==> src/rtl/arm_pkg.sv <==
// rtl/arm_pkg.sv - shared instruction classes, field positions and halt word for the encoder
package arm_pkg;

    // Instruction classes carried in the op field
    localparam logic [1:0] OP_DP  = 2'b00;
    localparam logic [1:0] OP_MEM = 2'b01;
    localparam logic [1:0] OP_BR  = 2'b10;
    localparam logic [1:0] OP_MUL = 2'b11;

    // Condition code "always"
    localparam logic [3:0] COND_AL = 4'hE;

    // Least-significant bit of each field inside the 32-bit word
    localparam int COND_LSB  = 28;
    localparam int OP_LSB    = 26;
    localparam int FUNCT_LSB = 20;
    localparam int RN_LSB    = 16;
    localparam int RD_LSB    = 12;

    // Branch-to-self with condition AL: 0xEAFFFFFE
    localparam logic [31:0] HALT_WORD = {COND_AL, OP_BR, 6'b10_1111, 4'hF, 4'hF, 12'hFFE};

    typedef enum logic [1:0] {
        ST_RUN,
        ST_HALT,
        ST_DONE
    } enc_state_t;

endpackage

==> src/rtl/instr_pack.sv <==
// rtl/instr_pack.sv - packs instruction fields into a word and flags legality (MUL_EXT_EN enables op=11)
import arm_pkg::*;

module instr_pack (
    input  logic [3:0]  cond,
    input  logic [1:0]  op,
    input  logic [5:0]  funct,
    input  logic [3:0]  rn,
    input  logic [3:0]  rd,
    input  logic [11:0] src2,
    output logic [31:0] word,
    output logic        legal
);

    // Field packing; for branches the low funct bits, rn, rd and src2 form imm24
    always_comb begin
        word = (32'(cond)  << COND_LSB)  |
               (32'(op)    << OP_LSB)    |
               (32'(funct) << FUNCT_LSB) |
               (32'(rn)    << RN_LSB)    |
               (32'(rd)    << RD_LSB)    |
               32'(src2);
    end

    // Branches need funct[5] set; multiply-extension only when the feature is built in
    always_comb begin
        legal = 1'b0;
        case (op)
            OP_DP:   legal = 1'b1;
            OP_MEM:  legal = 1'b1;
            OP_BR:   legal = funct[5];
`ifdef MUL_EXT_EN
            OP_MUL:  legal = 1'b1;
`else
            OP_MUL:  legal = 1'b0;
`endif
            default: legal = 1'b0;
        endcase
    end

endmodule

==> src/rtl/instr_encoder.sv <==
// rtl/instr_encoder.sv - encodes instruction requests into sequential memory writes, ends with a halt word (MUL_EXT_EN)
import arm_pkg::*;

module instr_encoder #(
    parameter int          DEPTH     = 64,
    parameter logic [31:0] BASE_ADDR = 32'h0
) (
    input  logic                     clk,
    input  logic                     reset,
    input  logic                     req_valid,
    output logic                     req_ready,
    input  logic [3:0]               cond,
    input  logic [1:0]               op,
    input  logic [5:0]               funct,
    input  logic [3:0]               rn,
    input  logic [3:0]               rd,
    input  logic [11:0]              src2,
    input  logic                     finish,
    output logic                     imem_we,
    output logic [31:0]              imem_addr,
    output logic [31:0]              imem_wdata,
    output logic [$clog2(DEPTH):0]   count,
    output logic                     err,
    output logic                     done
);

    localparam int CW = $clog2(DEPTH) + 1;
    // The last slot is kept free so the halt word always fits
    localparam logic [CW-1:0] FULL_CNT = CW'(DEPTH - 1);

    enc_state_t     state_q;
    logic           we_q;
    logic [31:0]    addr_q;
    logic [31:0]    wdata_q;
    logic [CW-1:0]  count_q;
    logic           err_q;
    logic           done_q;

    logic [31:0]    pack_word;
    logic           pack_legal;
    logic           accept;
    logic [31:0]    slot_addr_d;

    instr_pack u_pack (
        .cond  (cond),
        .op    (op),
        .funct (funct),
        .rn    (rn),
        .rd    (rd),
        .src2  (src2),
        .word  (pack_word),
        .legal (pack_legal)
    );

    // Ready only while running with a free non-halt slot; next write goes to the current slot
    always_comb begin
        req_ready   = (state_q == ST_RUN) && (count_q < FULL_CNT);
        accept      = req_valid && req_ready;
        slot_addr_d = BASE_ADDR + (32'(count_q) << 2);
    end

    // Encoder FSM: strobes and error pulses last one cycle, count tracks words written
    always_ff @(posedge clk) begin
        if (reset) begin
            state_q <= ST_RUN;
            we_q    <= 1'b0;
            addr_q  <= BASE_ADDR;
            wdata_q <= 32'h0;
            count_q <= '0;
            err_q   <= 1'b0;
            done_q  <= 1'b0;
        end else begin
            we_q  <= 1'b0;
            err_q <= 1'b0;
            case (state_q)
                ST_RUN: begin
                    if (accept) begin
                        if (pack_legal) begin
                            we_q    <= 1'b1;
                            addr_q  <= slot_addr_d;
                            wdata_q <= pack_word;
                            count_q <= count_q + 1'b1;
                        end else begin
                            err_q <= 1'b1;
                        end
                    end
                    if (finish) begin
                        state_q <= ST_HALT;
                    end
                end
                ST_HALT: begin
                    // count_q already includes any request taken with finish
                    we_q    <= 1'b1;
                    addr_q  <= slot_addr_d;
                    wdata_q <= HALT_WORD;
                    count_q <= count_q + 1'b1;
                    state_q <= ST_DONE;
                end
                ST_DONE: begin
                    done_q <= 1'b1;
                end
                default: begin
                    state_q <= ST_RUN;
                end
            endcase
        end
    end

    assign imem_we    = we_q;
    assign imem_addr  = addr_q;
    assign imem_wdata = wdata_q;
    assign count      = count_q;
    assign err        = err_q;
    assign done       = done_q;

endmodule
==> config.mk <==
export PLATFORM = sky130hd
export DESIGN_NAME = instr_encoder
export DESIGN_NICKNAME = d
export VERILOG_FILES = /design/src/rtl/arm_pkg.sv /design/src/rtl/instr_pack.sv /design/src/rtl/instr_encoder.sv
export SDC_FILE = /design/constraint.sdc
export NUM_CORES = 1
export LEC_CHECK = 0
export CAP_MARGIN = 20
export CORE_MARGIN = 1
export CORE_UTILIZATION = 39
export DETAILED_ROUTE_END_ITERATION = 8
export HOLD_SLACK_MARGIN = 0.08
export PLACE_DENSITY = 0.9
export SLEW_MARGIN = 20
export SYNTH_ARGS = -nofsm -noshare
export SYNTH_HDL_FRONTEND = slang
export SYNTH_SLANG_ARGS = --single-unit
==> constraint.sdc <==
create_clock -name clk -period 2.4 [get_ports clk]
set_input_delay 0.6 -clock clk [delete_from_list [all_inputs] [get_ports clk]]
set_output_delay 0.6 -clock clk [all_outputs]
set_load 0.01 [all_outputs]
==> results by group, run 1 <==
Placement
  • Port Buffers: 85
  • Post-DP Area: 2920 um^2
  • Final RePlAce weighted congestion: 0.743
  • Pre-CTS WS: -0.0387 ns
  • Dpl hpwl: 3330 um

Worst setup path
  • Setup CP Type: flop to primary output
  • Worst r2r dst: imem_wdata[29]
  • Critical Path Max Stage Delay: around 0.47 ns
  • Worst R2R Start: count[6]
  • Worst setup SP type: flop
  • Critical Path End Type: primary output
  • CP bufs+invs: 2
  • Crit path arrival time: roughly 1.6 ns
  • R2r setup slk: about 0.64 ns
  • CP Cell Sequence: nand4_1 > o211ai_1 > inv_1 > clkdlybuf4s50_1
  • R2R depth: 6
  • Critical path fanouts, max: 6
  • Delay-heaviest family, CP: buffers and inverters
  • Worst EP required: roughly 1.8 ns
  • CP max-delay cell: clkdlybuf4s50_1

Yosys
  • YS warnings: 0
  • Mapped Avg Cell Area: 9.33 um^2
  • Yosys reg bits: 51
  • Netlist Area Pre-Place: 2050 um^2
  • Post-synth cell types: 31
  • Sequential area share after synthesis: ~50%
  • Number of cells produced by synthesis: 220

STA
  • Clock skew: around 0.0059 ns
  • Measured slew at the worst slew-check pin: 0.531 ns
  • Setup TNS Final: 0 ns
  • Fin crit share: between 90% and 100%
  • Final setup vio count: 0
  • Slew margin rel.: 64.6%
  • Post-route setup slack: 0.166 ns
  • Fmax achieved: approximately 0.45 GHz
  • RSZ-0062 raised after global routing: false
  • Final Max Slew Viols: 0
  • Fin crit period: 2.23 ns
  • Fin. Hold Viols: 0

Pwr
  • Tot Pwr: approximately 0.0018 W
  • Worst VDD drop: 0.365 mV
  • Leakage: 1.20 nW
  • P per Cell Area: 616 nW/um^2

Detailed routing
  • DR vias/cell: 4.61
  • DRT iter0 DRCs: 56
  • DRC viols: 0
  • Via count: around 1700
  • Drt pass-1 iters: 4
  • Routed Antenna Nets: 0
  • Detailed Route WL: 4450 um
  • Wire length per cell: 11.7 um

Worst hold path
  • Min-delay src: done
  • Min-Delay Endpoint: done
  • Hold depth: 2
  • Worst min path class: flop to flop

CTS
  • Clk slew on worst S/H paths: 0.08 ns
  • Clock latency on the worst-skew pair: 0.29 ns
  • Clk root buf: clkbuf_8
  • Worst-case clock buffer depth: 2
  • CTS Hold Bufs: 0
  • Total CTS buffers: 5
  • CTS tree: built
  • H-tree depth: 2
  • # clock sinks: 51

Die
  • Chip height: 74.6 um
  • Die W: 74.6 um
  • CORE AREA: 5070 um^2
  • DIE AREA: 5560 um^2
  • Cell Rows: 26
  • # IOs: 111
  • Initial Utilization: 40.5%

Finish
  • Register area: slightly above 1000 um^2
  • Leading cell type in the layout, fill and taps excluded: clkdlybuf4s50_1
  • Area Overhead vs Synth: 46.1%
  • N_diodes: 0
  • Post-route cell area: 3000 um^2
  • Share of cells above drive strength 1: 8.09%
  • Multi-input logic area: 848 um^2
  • Most frequent cells in the layout: 84 x clkdlybuf4s50_1, 50 x nor2_1, 49 x dfxtp_1, 28 x o22ai_1, 25 x conb_1
  • Final net count: 347
  • Fill cells: 439

Global routing
  • Gr ovfl total: 0
  • Initial antenna violation count: 0
  • Largest net degree at the start of global routing: 30
  • Vias in the first global route: 1607
  • Gr usage total: 17.3%
  • Global-route wire length before repair: 7160 um

Run status
  • Status: finished, final reports clean

Run
  • Max-capacitance violation count: 0
-- routing by layer --
metal	wire, um	global-route usage, %	vias up
li1	-	-	877
met5	0	0	-
met3	222	5.15	4
met4	36	5.03	0
met2	2300	31.1	61
met1	1890	19.6	806
-- flip-flops by register name (all words and copies together) (netlist names) --
register,flops
imem_we,1
done,1
imem_addr,7
state_q,2
imem_wdata,32
count,7
err,1
-- Yosys cell counts --
| master | n | area share [%] |
|---|---|---|
| dfxtp_1 | 51 | 50 |
| nor2_1 | 50 | 9.1 |
| o22ai_1 | 28 | 8.5 |
| buf_4 | 26 | 9.5 |
| mux2i_1 | 12 | 5.9 |
| buf_2 | 6 | 1.5 |
| inv_1 | 5 | 0.91 |
| nand2b_1 | 5 | 1.5 |
| a21oi_1 | 4 | 0.98 |
| clkbuf_1 | 4 | 0.73 |
| nor2b_1 | 4 | 1.2 |
| mux2_1 | 3 | 1.6 |
| nand4_1 | 3 | 0.91 |
| nand2_1 | 2 | 0.37 |
| a31o_1 | 1 | 0.43 |
| a31o_2 | 1 | 0.43 |
| buf_1 | 1 | 0.18 |
| buf_6 | 1 | 0.55 |
| conb_1 | 1 | 0.18 |
| ha_1 | 1 | 0.61 |
| nand3_1 | 1 | 0.24 |
| nor3_1 | 1 | 0.24 |
| nor3b_2 | 1 | 0.61 |
| nor4_1 | 1 | 0.30 |
| nor4_2 | 1 | 0.61 |
| nor4b_1 | 1 | 0.43 |
| o211ai_1 | 1 | 0.37 |
| o21ai_1 | 1 | 0.24 |
| o41ai_4 | 1 | 1.3 |
| or2_2 | 1 | 0.30 |
| xnor2_1 | 1 | 0.43 |
-- report_power, final --
part           internal [W]  switching [W]
registers          0.000915      0.0000356
clock network      0.000195       0.000245
logic              0.000254       0.000202
total               0.00136       0.000482
-- kinds of logic after synthesis --
family,count (synthesis),synth area share [%]
AO/OA/AOI/OAI,37,12.3
XOR/XNOR,1,0.427
adder cells (fa/ha/maj),1,0.609
buffers and inverters,43,13.3
flip-flops,51,49.7
multiplexers,15,7.50
other,1,0.183
AND/OR/NAND/NOR,71,15.9
-- worst min-delay path: stages (launching register included) --
cell and delay [ns]:
dfxtp_1 0.31, inv_1 0.05, a21oi_1 0.05
-- how the worst max path moves through the flow --
stage / cells past startpoint / to / start
2_1_floorplan: 5 / count[5] / funct[5]
3_3_place_gp: 7 / imem_addr[8] / funct[5]
3_5_place_dp: 7 / imem_addr[7] / funct[5]
4_1_cts: 4 / req_ready / count[4]
5_1_grt: 4 / req_ready / count[4]
6_report: 4 / req_ready / count[4]
-- stage by stage --
stage	util, %	instances	hold slack, ns
global placement	57.5	372	0.435
finish	59.1	379	0.452
CTS	58.9	378	0.458
global route	59.1	379	0.480
floorplan	-	244	0.448
detailed placement	57.5	372	0.447
-- layout make-up --
cell class	instances	area share (%)
inverters	5	0.626
clock buffers	6	2.42
flip-flops and latches	51	34.1
well taps	70	2.92
repair buffers	97	31.6
multi-input cells	150	28.3
-- what timing repair did --
| action | CTS | global route |
|---|---|---|
| buffers inserted | 0 | 1 |
| endpoints found under the setup margin | 0 | 1 |
| hold endpoints to repair | 0 | 0 |
| gates resized for setup | 0 | 2 |
Note: power is estimated with default switching activity, not from simulation.
==> run 2: changes to the inputs <==
--- a/config.mk
+++ b/config.mk
@@ -5,9 +5,10 @@
 export SDC_FILE = /design/constraint.sdc
 export NUM_CORES = 1
 export LEC_CHECK = 0
+export ABC_AREA = 1
 export CAP_MARGIN = 20
 export CORE_MARGIN = 1
-export CORE_UTILIZATION = 39
+export CORE_UTILIZATION = 42
 export DETAILED_ROUTE_END_ITERATION = 8
 export HOLD_SLACK_MARGIN = 0.08
 export PLACE_DENSITY = 0.9
==> run 2 against run 1 <==
Sequential power increased by 2.6%; worst setup slack worse by 0.036 ns; non-clock buffer count fell by 3; power is 10% higher; register-to-register slack improved by 0.31 ns; worst hold slack better by 0.026 ns; first-iteration DRC count up 21%; design area up 12%; critical path type unchanged; largest cell class is now multi-input gates.
==> results by group, run 2 <==
Run status
  • Status: finished, final reports clean

Global routing
  • Gr usage total: 19.1%
  • Gr ovfl total: 0
  • Vias in the first global route: 2255
  • Global-route wire length before repair: roughly 9600 um
  • Initial antenna violation count: 0
  • Largest net degree at the start of global routing: 42

Finish
  • Register area: 1020 um^2
  • Fin util: 60.1%
  • Area Overhead vs Synth: 35.2%
  • Final net count: approximately 450
  • Most frequent cells in the layout: 85 x clkdlybuf4s50_1, 65 x nand2_1, 59 x nor2_1, 50 x dfxtp_1, 33 x nand3b_1
  • N_diodes: 0
  • Largest register FFs: 32
  • Final std cells w/o fill: 482
  • Fill cells: 509
  • Leading cell type in the layout, fill and taps excluded: clkdlybuf4s50_1
  • Share of cells above drive strength 1: 7.80%
  • Multi-input logic area: ~1200 um^2

STA
  • Final setup vio count: 0
  • Worst hold slack: 0.478 ns
  • Final Max Slew Viols: 0
  • RSZ-0062 raised after global routing: false
  • Fmax achieved: 0.440 GHz
  • Setup TNS Final: 0 ns
  • Fin. Hold Viols: 0
  • Fin crit share: a little over nine tenths
  • Post-route setup slack: 0.130 ns
  • Clock skew: 0.00840 ns
  • Fin crit period: 2.27 ns

Placement
  • Dpl hpwl: 4090 um
  • Port Buffers: 85
  • Placed cells: 474
  • Final RePlAce weighted congestion: 0.815
  • Pre-CTS WS: 0.321 ns

CTS
  • Worst-case clock buffer depth: 2
  • Clock latency on the worst-skew pair: ~0.30 ns
  • Clk slew on worst S/H paths: 0.09 ns
  • CTS tree: built
  • # clock sinks: 51
  • # Post-CTS Setup Buffers: 0
  • CTS Hold Bufs: 0
  • Post_cts resized: 0
  • Clk root buf: clkbuf_8
  • Total CTS buffers: 5
  • H-tree depth: 2

Yosys
  • Largest cells by area after synthesis: dfxtp_1 41%, nand3b_1 9.9%, nand2_1 9.8%
  • Mapped Avg Cell Area: around 7.6 um^2
  • Post-synth top area share: 41.0%
  • Main synth FF type: dfxtp_1
  • Netlist Area Pre-Place: 2490 um^2
  • Area leader, netlist: dfxtp_1
  • Yosys reg bits: 51
  • YS warnings: 0
  • Sequential area share after synthesis: 41.0%
  • Post-synth cell types: 27
  • Count leader, synth: nand2_1
  • Asr flop ratio synth: 0%
  • Number of cells produced by synthesis: 329
  • Post-synth top cells: 65 x nand2_1, 60 x nor2_1, 51 x dfxtp_1
  • Number of synthesized flops with an enable pin: 0

Worst setup path
  • Critical path fanouts, max: 5
  • Setup CP Type: flop to primary output
  • Crit path arrival time: 1.67 ns
  • Worst setup SP type: flop
  • Worst EP required: 1.80 ns
  • Critical Path End Type: primary output

Detailed routing
  • DRT iter0 DRCs: 68
  • Via count: 2314
  • Wire length per cell: 12.2 um
  • Drt pass-1 iters: 4
  • Routed Antenna Nets: 0
  • DRC viols: 0
  • DR vias/cell: just under 5
  • Detailed Route WL: 5860 um

Die
  • CORE AREA: 5610 um^2
  • Die W: roughly 79 um
  • DIE AREA: approximately 6200 um^2
  • # IOs: 111
  • Chip height: 79.0 um
  • Initial Utilization: 44.4%
  • Cell Rows: 27

Pwr
  • P per Cell Area: 605 nW/um^2
  • Leakage: 1.46 nW
  • Worst VDD drop: between 0.3 and 0.4 mV

Worst hold path
  • Worst min path class: flop to flop

Run
  • Max-capacitance violation count: 0
## run 2: cell types whose count changed in the layout (fill, tap and decap cells not counted), sizes merged, moves of 13 or more
| cell | previous run | this run |
|---|---|---|
| nand2 | 2 | 68 |
| nand3b | 0 | 33 |
| o22ai | 28 | 0 |
| nor3 | 1 | 28 |
| nand3 | 1 | 14 |
## run 2: final timing paths
path         cells past startpoint       endpoint  slack [ns]     start
max reg2reg                      8  imem_wdata[6]        0.95  count[5]
min reg2reg                      2           done        0.48      done
min                              2           done        0.48      done
max                              5      req_ready        0.13  count[5]
## run 2: routing by layer
metal | track usage [%] | vias up | wire [um]
met5 | 0 | - | 0
met4 | 4.73 | 0 | 36
met3 | 5.63 | 5 | 434
met2 | 35.3 | 80 | 2900
met1 | 21.1 | 1074 | 2490
li1 | - | 1155 | -
## run 2: power by group
part	internal, W	total (W)	switching (W)
registers	0.000932	0.000975	0.0000433
logic	0.000302	0.000587	0.000284
clock network	0.000205	0.000478	0.000272
## run 2: cells by family after synthesis
group,Yosys count,share of synthesized area (%)
AOI/OAI and AO/OA,9,2.26
xor gates and xnor gates,3,1.05
adders and majority gates,1,0.502
buffers and inverters,56,14.5
DFF,51,41.0
other,1,0.150
and+or+nand+nor,208,40.6
## run 2: through the flow
| step | total power (W) | instance area (um^2) |
|---|---|---|
| after global routing | 0.00215 | 3370 |
| after global placement | 0.00157 | 3290 |
| after detailed placement | 0.00158 | 3290 |
| after floorplan | 0.00134 | 2580 |
| final | 0.00204 | 3370 |
| after CTS | 0.00206 | 3370 |
## run 2: critical path: stages, from the launching register on
cell	delay [ns]
dfxtp_1	0.41
inv_1	0.11
nor2_4	0.14
nand2_2	0.10
and2_1	0.14
clkdlybuf4s50_1	0.48
## run 2: area by class of cell
type / count / share of cell area, %
well taps: 72 / 2.67
repair buffers: 94 / 27.6
flip-flops and latches: 51 / 30.3
clock inverters: 1 / 0.149
inverters: 11 / 1.23
clock buffers: 7 / 2.27
multi-input cells: 246 / 35.7
==> run 3: changes to the inputs <==
==> constraint.sdc (replaced) <==
create_clock -name clk -period 2.6 [get_ports clk]
set_input_delay 0.65 -clock clk [delete_from_list [all_inputs] [get_ports clk]]
set_output_delay 0.65 -clock clk [all_outputs]
set_load 0.01 [all_outputs]
==> run 3 against run 2 <==
Clock skew about the same; sequential cell count unchanged; combinational power down 8.3%; power down 1.5%; core utilization up 0.36 points; global-route usage up 0.49 points; worst setup slack better by 0.075 ns; wire length up 1.6%; worst hold slack better by 0.0040 ns; critical path type unchanged.
==> results by group, run 3 (synthesis gave the netlist of run 2 again) <==
Placement
  • Final RePlAce weighted congestion: 0.799
  • Dpl hpwl: 4100 um
  • Port Buffers: 85

Global routing
  • Gr ovfl total: 0
  • Initial antenna violation count: 0
  • Global-route wire length before repair: between 9000 and 10000 um
  • Gr usage total: 19.6%
  • Largest net degree at the start of global routing: 43
  • Vias in the first global route: ~2100

STA
  • Setup TNS Final: 0 ns
  • Clock skew: 0.00883 ns
  • RSZ-0062 raised after global routing: false
  • Final setup vio count: 0
  • Fmax achieved: 0.417 GHz
  • Fin crit period: 2.40 ns
  • Fin crit share: between 90% and 100%
  • Fin. Hold Viols: 0
  • Final Max Slew Viols: 0

Worst setup path
  • Critical path fanouts, max: 5
  • Setup CP Type: flop to primary output
  • Critical Path End Type: primary output
  • Critical path endpoint: req_ready
  • R2R depth: 9
  • Worst R2R Start: count[4]
  • Crit path from: count[4]
  • Worst EP required: just under 2 ns
  • Worst setup SP type: flop
  • Worst r2r dst: imem_addr[5]
  • R2r setup slk: 0.95 ns
  • Crit path arrival time: 1.75 ns

Detailed routing
  • Wire length per cell: 12.4 um
  • Detailed Route WL: about 6000 um
  • Routed Antenna Nets: 0
  • Drt pass-1 iters: 4
  • DR vias/cell: 4.76
  • Via count: 2287
  • DRC viols: 0
  • DRT iter0 DRCs: 60

CTS
  • CTS tree: built
  • Post_cts resized: 0
  • Clk root buf: clkbuf_8
  • Clk slew on worst S/H paths: 0.08 ns
  • Worst-case clock buffer depth: 2
  • # Post-CTS Setup Buffers: 0
  • CTS Hold Bufs: 0
  • H-tree depth: 2
  • Total CTS buffers: 5
  • Clock latency on the worst-skew pair: approximately 0.31 ns
  • # clock sinks: between 50 and 60

Finish
  • Leading cell type in the layout, fill and taps excluded: clkdlybuf4s50_1
  • Most frequent cells in the layout: 85 x clkdlybuf4s50_1, 65 x nand2_1, 59 x nor2_1, 51 x dfxtp_1, 33 x nand3b_1
  • Area Overhead vs Synth: 36.0%
  • Fin util: approximately 60%
  • Largest register FFs: 32
  • N_diodes: 0
  • Final net count: 444
  • Share of cells above drive strength 1: 7.60%

Die
  • Cell Rows: 27
  • Chip height: 79.0 um
  • Die W: between 70 and 80 um
  • Initial Utilization: between 40% and 50%
  • # IOs: approximately 110
  • CORE AREA: 5610 um^2
  • DIE AREA: roughly 6200 um^2

Run status
  • Status: finished, final reports clean

Pwr
  • Leakage: 1.47 nW
  • P per Cell Area: 593 nW/um^2
  • Worst VDD drop: 0.335 mV

Run
  • Max-capacitance violation count: 0

Worst hold path
  • Worst min path class: flop to flop
[run 3: changes by cell type in the layout (fill, tap and decap cells not counted)]
cell	before	now
dfxtp_1	50	51
clkbuf_1	2	0
dfxtp_2	1	0
clkbuf_8	5	6
bufinv_16	0	1
buf_4	8	6
[run 3: worst min-delay path by stage]
stage                     start   end  slack [ns]  cells after the start
after detailed placement   done  done        0.46                      2
after global routing       done  done        0.51                      2
after CTS                  done  done        0.48                      2
final                      done  done        0.48                      2
after floorplan            done  done        0.47                      2
after global placement     done  done        0.45                      2
[run 3: routing by layer]
metal | part of all wire [%] | vias up | routed length, um | GRT usage, %
li1 | - | 1157 | - | -
met1 | 44 | 1046 | 2640 | 24.6
met2 | 48 | 79 | 2870 | 33.4
met3 | 6.8 | 5 | 407 | 5.52
met4 | 0.67 | 0 | 40 | 3.82
met5 | 0 | - | 0 | 0
[run 3: critical path, cell delays in order (launching register included)]
cell             delay (ns)
dfxtp_1                0.44
nand2_1                0.15
nor2_4                 0.13
nand2_2                0.10
and2_1                 0.16
clkdlybuf4s50_1        0.47
[run 3: cell type report]
class | instances | area (um^2)
tap | 72 | 90.1
clock buffer | 6 | 82.6
inverter | 11 | 41.3
timing repair buffer | 92 | 916
multi-input combinational | 246 | 1200
sequential | 51 | 1020
fill | 511 | 2220
clock inverter | 2 | 35.0
[run 3: power by group]
part	leakage (nW)	internal [W]	switching, W	total, W
clock	0.0612	0.000311	0.000256	0.000567
sequential	0.421	0.000860	0.0000441	0.000904
combinational	0.989	0.000276	0.000261	0.000538
[run 3: metrics by stage]
step | cell area [um^2] | cells | total power, W | worst slack [ns] | hold WS, ns
finish | 3390 | 480 | 0.00201 | 0.205 | 0.482
global route | 3390 | 480 | 0.00212 | 0.106 | 0.507
CTS | 3390 | 480 | 0.00203 | 0.206 | 0.480
detailed placement | 3270 | 472 | 0.00146 | 0.377 | 0.462
global placement | 3270 | 472 | 0.00144 | 0.433 | 0.451
floorplan | 2580 | 353 | 0.00124 | 1.03 | 0.474
